File: config.mk
export PLATFORM = sky130hd
export DESIGN_NAME = obi_mem_arbiter
export DESIGN_NICKNAME = d
export VERILOG_FILES = /design/src/rtl/obi_mem_arbiter.sv
export SDC_FILE = /design/constraint.sdc
export NUM_CORES = 1
export LEC_CHECK = 0
export CAP_MARGIN = 30
export CORE_AREA = 5 5 101 103
export CTS_BUF_LIST = sky130_fd_sc_hd__clkbuf_4
export CTS_CLUSTER_DIAMETER = 120
export CTS_CLUSTER_SIZE = 25
export DETAILED_ROUTE_END_ITERATION = 6
export DIE_AREA = 0 0 106 108
export GPL_TIMING_DRIVEN = 0
export PLACE_DENSITY = 0.76
export SYNTH_ARGS = -nofsm -noshare
export SYNTH_HDL_FRONTEND = slang
export SYNTH_SLANG_ARGS = --single-unit
export TNS_END_PERCENT = 5
File: constraint.sdc
create_clock -name clk -period 4.5 [get_ports clk]
set_clock_uncertainty 0.15 [all_clocks]
set_input_delay 0.675 -clock clk [delete_from_list [all_inputs] [get_ports clk]]
set_output_delay 0.675 -clock clk [all_outputs]
set_load 0.01 [all_outputs]
File: src/rtl/obi_mem_arbiter.sv
// Two-master OBI arbiter onto one memory port.
// Round-robin with grant lock, in-order response routing via an ID FIFO.
module obi_mem_arbiter #(
  parameter int MAX_OUTST = 2,
  parameter int AW        = 32
) (
  input  logic            clk,
  input  logic            reset_n,
  input  logic [1:0]      m_req_i,
  input  logic [2*AW-1:0] m_addr_i,
  input  logic [1:0]      m_we_i,
  input  logic [2*AW-1:0] m_wdata_i,
  output logic [1:0]      m_gnt_o,
  output logic [1:0]      m_rvalid_o,
  output logic [AW-1:0]   m_rdata_o,
  output logic            s_req_o,
  output logic [AW-1:0]   s_addr_o,
  output logic            s_we_o,
  output logic [AW-1:0]   s_wdata_o,
  input  logic            s_gnt_i,
  input  logic            s_rvalid_i,
  input  logic [AW-1:0]   s_rdata_i,
  output logic            err_o
);

  localparam int PW = (MAX_OUTST > 1) ? $clog2(MAX_OUTST) : 1;
  localparam int CW = $clog2(MAX_OUTST) + 1;
  localparam logic [CW-1:0] MAXC = CW'(MAX_OUTST);
  localparam logic [PW-1:0] LAST = PW'(MAX_OUTST - 1);

  logic                 r_lock_v;
  logic                 r_lock_id;
  logic                 r_rr;
  logic [CW-1:0]        r_cnt;
  logic [PW-1:0]        r_wptr;
  logic [PW-1:0]        r_rptr;
  logic [MAX_OUTST-1:0] r_ids;
  logic                 r_err;

  logic w_sel;
  logic w_full;
  logic w_hs;
  logic w_pop;
  logic w_head;
  logic w_empty;

  // Reset pins the muxes to master 0; a held lock overrides arbitration.
  always_comb begin
    w_sel = 1'b0;
    if (!reset_n)
      w_sel = 1'b0;
    else if (r_lock_v)
      w_sel = r_lock_id;
    else if (&m_req_i)
      w_sel = r_rr;
    else
      w_sel = m_req_i[1];
  end

  assign w_full  = (r_cnt >= MAXC);
  assign w_empty = (r_cnt == '0);
  assign s_req_o = reset_n & (|m_req_i) & ~w_full;
  assign w_hs    = s_req_o & s_gnt_i;
  assign w_pop   = reset_n & s_rvalid_i & ~w_empty;
  assign w_head  = r_ids[r_rptr];

  assign s_addr_o  = w_sel ? m_addr_i[AW +: AW]  : m_addr_i[0 +: AW];
  assign s_wdata_o = w_sel ? m_wdata_i[AW +: AW] : m_wdata_i[0 +: AW];
  assign s_we_o    = w_sel ? m_we_i[1] : m_we_i[0];

  assign m_gnt_o    = {w_hs & w_sel, w_hs & ~w_sel};
  assign m_rvalid_o = {w_pop & w_head, w_pop & ~w_head};
  assign m_rdata_o  = s_rdata_i;
  assign err_o      = r_err;

  always_ff @(posedge clk or negedge reset_n) begin
    if (!reset_n) begin
      r_lock_v  <= 1'b0;
      r_lock_id <= 1'b0;
      r_rr      <= 1'b0;
    end else begin
      if (s_req_o & ~s_gnt_i) begin
        r_lock_v  <= 1'b1;
        r_lock_id <= w_sel;
      end else if (w_hs) begin
        r_lock_v  <= 1'b0;
      end
      if (w_hs)
        r_rr <= ~w_sel;
    end
  end

  always_ff @(posedge clk or negedge reset_n) begin
    if (!reset_n) begin
      r_cnt  <= '0;
      r_wptr <= '0;
      r_rptr <= '0;
      r_ids  <= '0;
      r_err  <= 1'b0;
    end else begin
      if (w_hs) begin
        r_ids[r_wptr] <= w_sel;
        r_wptr <= (r_wptr == LAST) ? '0 : r_wptr + PW'(1);
      end
      if (w_pop)
        r_rptr <= (r_rptr == LAST) ? '0 : r_rptr + PW'(1);
      unique case ({w_hs, w_pop})
        2'b10:   r_cnt <= r_cnt + CW'(1);
        2'b01:   r_cnt <= r_cnt - CW'(1);
        default: r_cnt <= r_cnt;
      endcase
      if (s_rvalid_i & w_empty)
        r_err <= 1'b1;
    end
  end

endmodule

## After elaboration in Yosys (flattened, before gate mapping)

Index checks and enable logic that the tools add are counted.

| storage, ports and cells | value |
|---|---|
| input bits | 168 |
| bits in registers | 10 |

| cells by class | value |
|---|---|
| add/sub/neg operators | 4 |
| bitwise operators | 16 |
| reduce and logical (&&, ||, !) cells | 6 |
| $lt $le $gt $ge | 4 |
| multiplexer cells | 16 |
| equal/unequal tests | 2 |

Operators by type and width:

| kind | count |
|---|---|
| $mux W32 | 2 |
| $and A1 B1 Y1 | 11 |
| $mux W1 | 11 |
| $not A1 Y1 | 5 |
| $lt A1 B2 Y1 const B | 2 |
| $pmux W2 S2 | 1 |
| $reduce_bool A2 Y1 | 2 |
| $add A1 B1 Y1 const B | 2 |
| $add A2 B1 Y2 const B | 1 |
| $bwmux W2 | 1 |
| $eq A2 B1 Y1 const B | 1 |
| $eq A2 B2 Y1 const B | 1 |
| $ge A2 B2 Y1 const B | 1 |
| $logic_not A2 Y1 | 1 |
| $reduce_and A2 Y1 | 1 |
| $reduce_or A2 Y1 | 1 |
| $sub A2 B1 Y2 const B | 1 |
| $demux W1 S1 | 1 |
| $ge A1 B1 Y1 const B | 1 |
| $logic_and A1 B1 Y1 | 1 |

## Logic depth before layout (Yosys ltp)

| logic depth | value |
|---|---|
| depth after elaboration | 6 |
| gate-level depth with buffers | 7 |

## Least setup slack after synthesis

Ideal clock, no wire load.

| timing | value |
|---|---|
| path kind | input-to-output |
| from | input m_req_i[0] |
| to | output s_addr_o[10] |
| arrival | 1.640 ns |
| required time | 3.675 ns |
| buffers on the path | 2 |
| slack | 2.035 ns |
| cell stages on the path | 5 |
| cells stage by stage | nor2b_1 > buf_2 > clkbuf_1 > o211ai_1 > o211ai_1 |

| on the way | value |
|---|---|
| word-level cells in the longest chain between the ends | 5 |

RTL lines:

| what | RTL line | RTL |
|---|---|---|
| start, declared | 9 | `input logic [1:0] m_req_i,` |
| $reduce_and A2 Y1 | 54 | `else if (&m_req_i)` |
| $mux W1 | 54 |  |
| $mux W1 | 52 | `else if (r_lock_v)` |
| $mux W1 | 50 | `if (!reset_n)` |
| $mux W32 | 67 | `assign s_addr_o = w_sel ? m_addr_i[AW +: AW] : m_addr_i[0 +: AW];` |
| end, declared | 17 | `output logic [AW-1:0] s_addr_o,` |

Every way passes these cells.

## Worst setup path in the final report

| timing | value |
|---|---|
| from | input reset_n |
| to | output s_wdata_o[7] |

| on the way | value |
|---|---|
| word-level cells in the longest chain between the ends | 2 |

RTL lines:

| what | RTL line | RTL |
|---|---|---|
| start, declared | 8 | `input logic reset_n,` |
| $mux W1 | 50 |  |
| $mux W32 | 68 | `assign s_wdata_o = w_sel ? m_wdata_i[AW +: AW] : m_wdata_i[0 +: AW];` |
| end, declared | 19 | `output logic [AW-1:0] s_wdata_o,` |

Every way passes these cells.

==> reports/results.md <==
| Step | Metric | Reported |
|:---|:---|:---|
| status | Result of the run | finished, final reports clean |
| hold path | Min-Delay Endpoint | err_o |
| worst setup path | Highest fanout seen on the critical path | 17 |
| floorplanning | Site Rows | 35 |
| synth | Asr flop ratio synth | 100% |
| place | Total half-perimeter wirelength after legalization and detailed placement | 10.4 mm |
| worst setup path | Critical Path RT | 3670 ps |
| global routing | Total global routing track utilization | 20.2% |
| worst setup path | Crit path kind | in -> out |
| clocking | Latest clock arrival within the worst-skew pair | 270 ps |
| detailed routing | Detail-routed net length per standard cell | 17.4 µm |
| timing | Number of hold violations in the final report | 0 |
| final layout | Number of diodes | 0 |
| worst setup path | Start of the worst register-to-register path | r_cnt[1] |
| global routing | Wire length of the first global-routing pass | 19.1 mm |
| synth | Cell accounting for the most synthesized area | sky130_fd_sc_hd__o211ai_1 |
| timing | Final setup violation count | 0 |
| detailed routing | Post-Route WL | 12.8 mm |
| clocking | Clock buffer count from CTS | 3 |
| synth | Gate Count Post-Synth | 380 |
| floorplanning | DIE WIDTH | 106 µm |
| power | Leakage power | 0.00183 µW |
| global routing | Antenna violations before repair | 0 |
| global routing | Met1 usage | 24.3% |
| synth | Commonest register cell after synthesis | sky130_fd_sc_hd__dfrtp_1 |
| synth | Main area contributors after synthesis | sky130_fd_sc_hd__o211ai_1 (39%), sky130_fd_sc_hd__nand2b_1 (16%), sky130_fd_sc_hd__nand2_1 (9.9%) |
| synth | Sequential-to-total area share from yosys stat | 9.89% |
| clocking | Post_cts resized | 0 |
| clocking | Hold-fix buffers at CTS | 0 |
| clocking | CTS tree | yes |
| worst setup path | Register-to-Register Path Depth | 6 |
| synth | Share of the synthesized area in the top cell type | 38.9% |
| synth | Number of distinct library cell variants in the gate-level netlist after synthesis | 26 |
| synth | Avg Cell Area, Syn | 6.66 µm² |
| synth | Synthesis Warnings | 0 |
| power | Max rail drop VDD | 0.243 mV |
| clocking | Max clock buf depth | 2 |
| synth | Most used standard cell by instance count after synthesis | sky130_fd_sc_hd__o211ai_1 |
| worst setup path | Worst Setup Start Kind | input pin |
| global routing | Met3 global-route usage | 3.46% |
| worst setup path | Setup crit end kind | output port |
| clocking | Postcts setup bufs | 0 |
| hold path | Hold-critical path depth | 1 |
| timing | Final period demand of the worst path | 4250 ps |
| floorplanning | Initial Util | 27.8% |
| global routing | Pin count of the biggest net entering global routing | 18 |
| synth | Post-synthesis cell area | 2530 µm² |
| timing | Highest clock frequency the design can meet | 0.235 GHz |
| clocking | H-tree lvl count | 1 |
| synth | Number of synthesized register bits | 10 |
| place | Placement Setup Slack | 198 ps |
| global routing | Via count of the first global-routing pass | 3794 |
| power | Power per Cell Area | 355 nW/µm² |
| floorplanning | Number of ports placed on the die boundary | 271 |
| hold path | Origin of the worst min-delay path | err_o |
| timing | Worst Tran Pin Value | 821 ps |
| detailed routing | 1st-iter DRT viols | 151 |
| floorplanning | Area of the placeable core | 9110 µm² |
| final layout | Area growth, synth to finish | 101% |
| detailed routing | Remaining design rule violation count | 0 |
| flow run | Number of max-cap violations | 0 |
| floorplanning | Area enclosed by the die boundary | 11400 µm² |
| clocking | Clock slew at the register clock pins of the worst setup and hold paths | 60 ps |
| detailed routing | TritonRoute pass-1 iters | 6 |
| final layout | Non-filler cells, final | 733 |
| timing | Setup total negative slack | 0 ps |
| timing | Max-Slew Margin vs Limit | 45.1% |
| worst setup path | Critical path data arrival time | 3420 ps |
| place | IO buf count | 238 |
| global routing | Met2 GRT Util | 37.7% |
| synth | Most used standard cells in the synthesized netlist | sky130_fd_sc_hd__o211ai_1 (131), sky130_fd_sc_hd__nand2_1 (67), sky130_fd_sc_hd__nand2b_1 (66) |
| hold path | Path type of the worst min-delay path | reg -> reg |
| global routing | Total congestion overflow | 0 |
| floorplanning | Chip height | 108 µm |
| place | DP Cell Count | 729 |
| timing | Pins over their slew limit | 0 |
| timing | Final worst path period share | 94.4% |
| detailed routing | Number of vias per cell after detailed routing | 5.17 |
| detailed routing | Post-route ant nets | 0 |
| worst setup path | Slack of the worst reg-to-reg path | 2420 ps |
| detailed routing | Vias | 3791 |
| timing | Setup slack after layout | 251 ps |
| global routing | GRT busiest layer | met2 |
| synth | Count of flip-flops with a built-in enable after synthesis | 0 |
| timing | Setup repair after global routing missed its margin | false |
| place | Final Wtd Congestion | 0.807 |
| clocking | CTS root buf | sky130_fd_sc_hd__clkbuf_4 |
| synth | Post-synthesis net count | 549 |
| worst setup path | Crit Reg-Reg Endpoint | r_cnt[1] |
| final layout | Number of nets in the finished design | 792 |
| clocking | Sink count of the clock tree | 10 |
| final layout | Fraction of final layout cells sized beyond drive strength 1 | 7.23% |
how the worst max path moves through the flow:
stage                          to  startpoint  depth (start not counted)  slack [ps]
floorplan            s_addr_o[10]  m_req_i[0]                          5        2030
global placement     s_wdata_o[6]     reset_n                          6         170
detailed placement  s_wdata_o[19]     reset_n                          6         200
CTS                 s_wdata_o[19]     reset_n                          6         190
global route         s_wdata_o[7]     reset_n                          6           4
finish               s_wdata_o[7]     reset_n                          6         250
stage by stage:
step / util [%] / instance area [µm²] / power, µW / hold WS (ps)
2_1_floorplan: - / 2530 / 950 / 229
3_3_place_gp: 55.5 / 5050 / 1720 / 297
3_5_place_dp: 55.5 / 5050 / 1740 / 307
4_1_cts: 55.7 / 5080 / 1810 / 332
5_1_grt: 55.7 / 5080 / 1940 / 354
6_report: 55.7 / 5080 / 1800 / 328
sequential cells by signal (all words and copies together) (netlist names):
register   count
err_o          1
r_cnt          2
r_ids          2
r_lock_id      1
r_lock_v       1
r_rptr         1
r_rr           1
r_wptr         1
metal layers:
layer	up-vias	share of wire, %	routed length [µm]
met5	-	0	0
li1	1839	-	-
met3	18	6.8	865
met4	0	1.8	235
met1	1756	41	5200
met2	178	51	6490
worst max-delay path, stage by stage:
cell	delay [ps]
sky130_fd_sc_hd__clkdlybuf4s50_1	1000
sky130_fd_sc_hd__buf_2	400
sky130_fd_sc_hd__clkbuf_1	440
sky130_fd_sc_hd__nand2_1	100
sky130_fd_sc_hd__o211ai_1	220
sky130_fd_sc_hd__clkdlybuf4s50_1	580
cell families (layout without fill, tap and decap cells):
kind of cell,after synthesis,after routing,synth area share [%]
AOI/OAI and AO/OA,138,138,40.8
xor gates and xnor gates,5,5,1.73
adders and majority gates,1,1,0.494
buffers and inverters,77,319,16.6
DFF,10,10,9.89
muxes,4,4,1.88
and+or+nand+nor,145,145,28.6
placed cells by master (no fill, tap or decap), drive strengths merged:
cell / count
clkdlybuf4s50: 238
o211ai: 131
nand2: 67
nand2b: 67
buf: 47
clkbuf: 31
dfrtp: 10
nor2: 6
xnor2: 4
mux2: 3
nor2b: 2
o21a: 2
inv: 2
nor3: 2
or3: 1
o21ai: 1
a21oi: 1
mux2i: 1
o41ai: 1
o31ai: 1
xor2: 1
a21o: 1
ha: 1
clkinv: 1
report_power, final:
| part | leakage [µW] | internal [µW] | switching, µW | total (µW) |
|---|---|---|---|---|
| Combinational | 0.00170 | 797 | 775 | 1570 |
| Sequential | 0.000116 | 131 | 35.3 | 166 |
| Clock | 0.0000154 | 32.1 | 33.1 | 65.2 |
layout make-up:
class	instances	area, µm²
well taps	111	139
fillers	871	4030
inverters	2	7.51
clock buffers	3	22.5
flip-flops and latches	10	250
clock inverters	1	3.75
multi-input cells	293	1860
plain buffers	75	412
repair buffers	238	2380
Power figures use the tool's default switching activity.
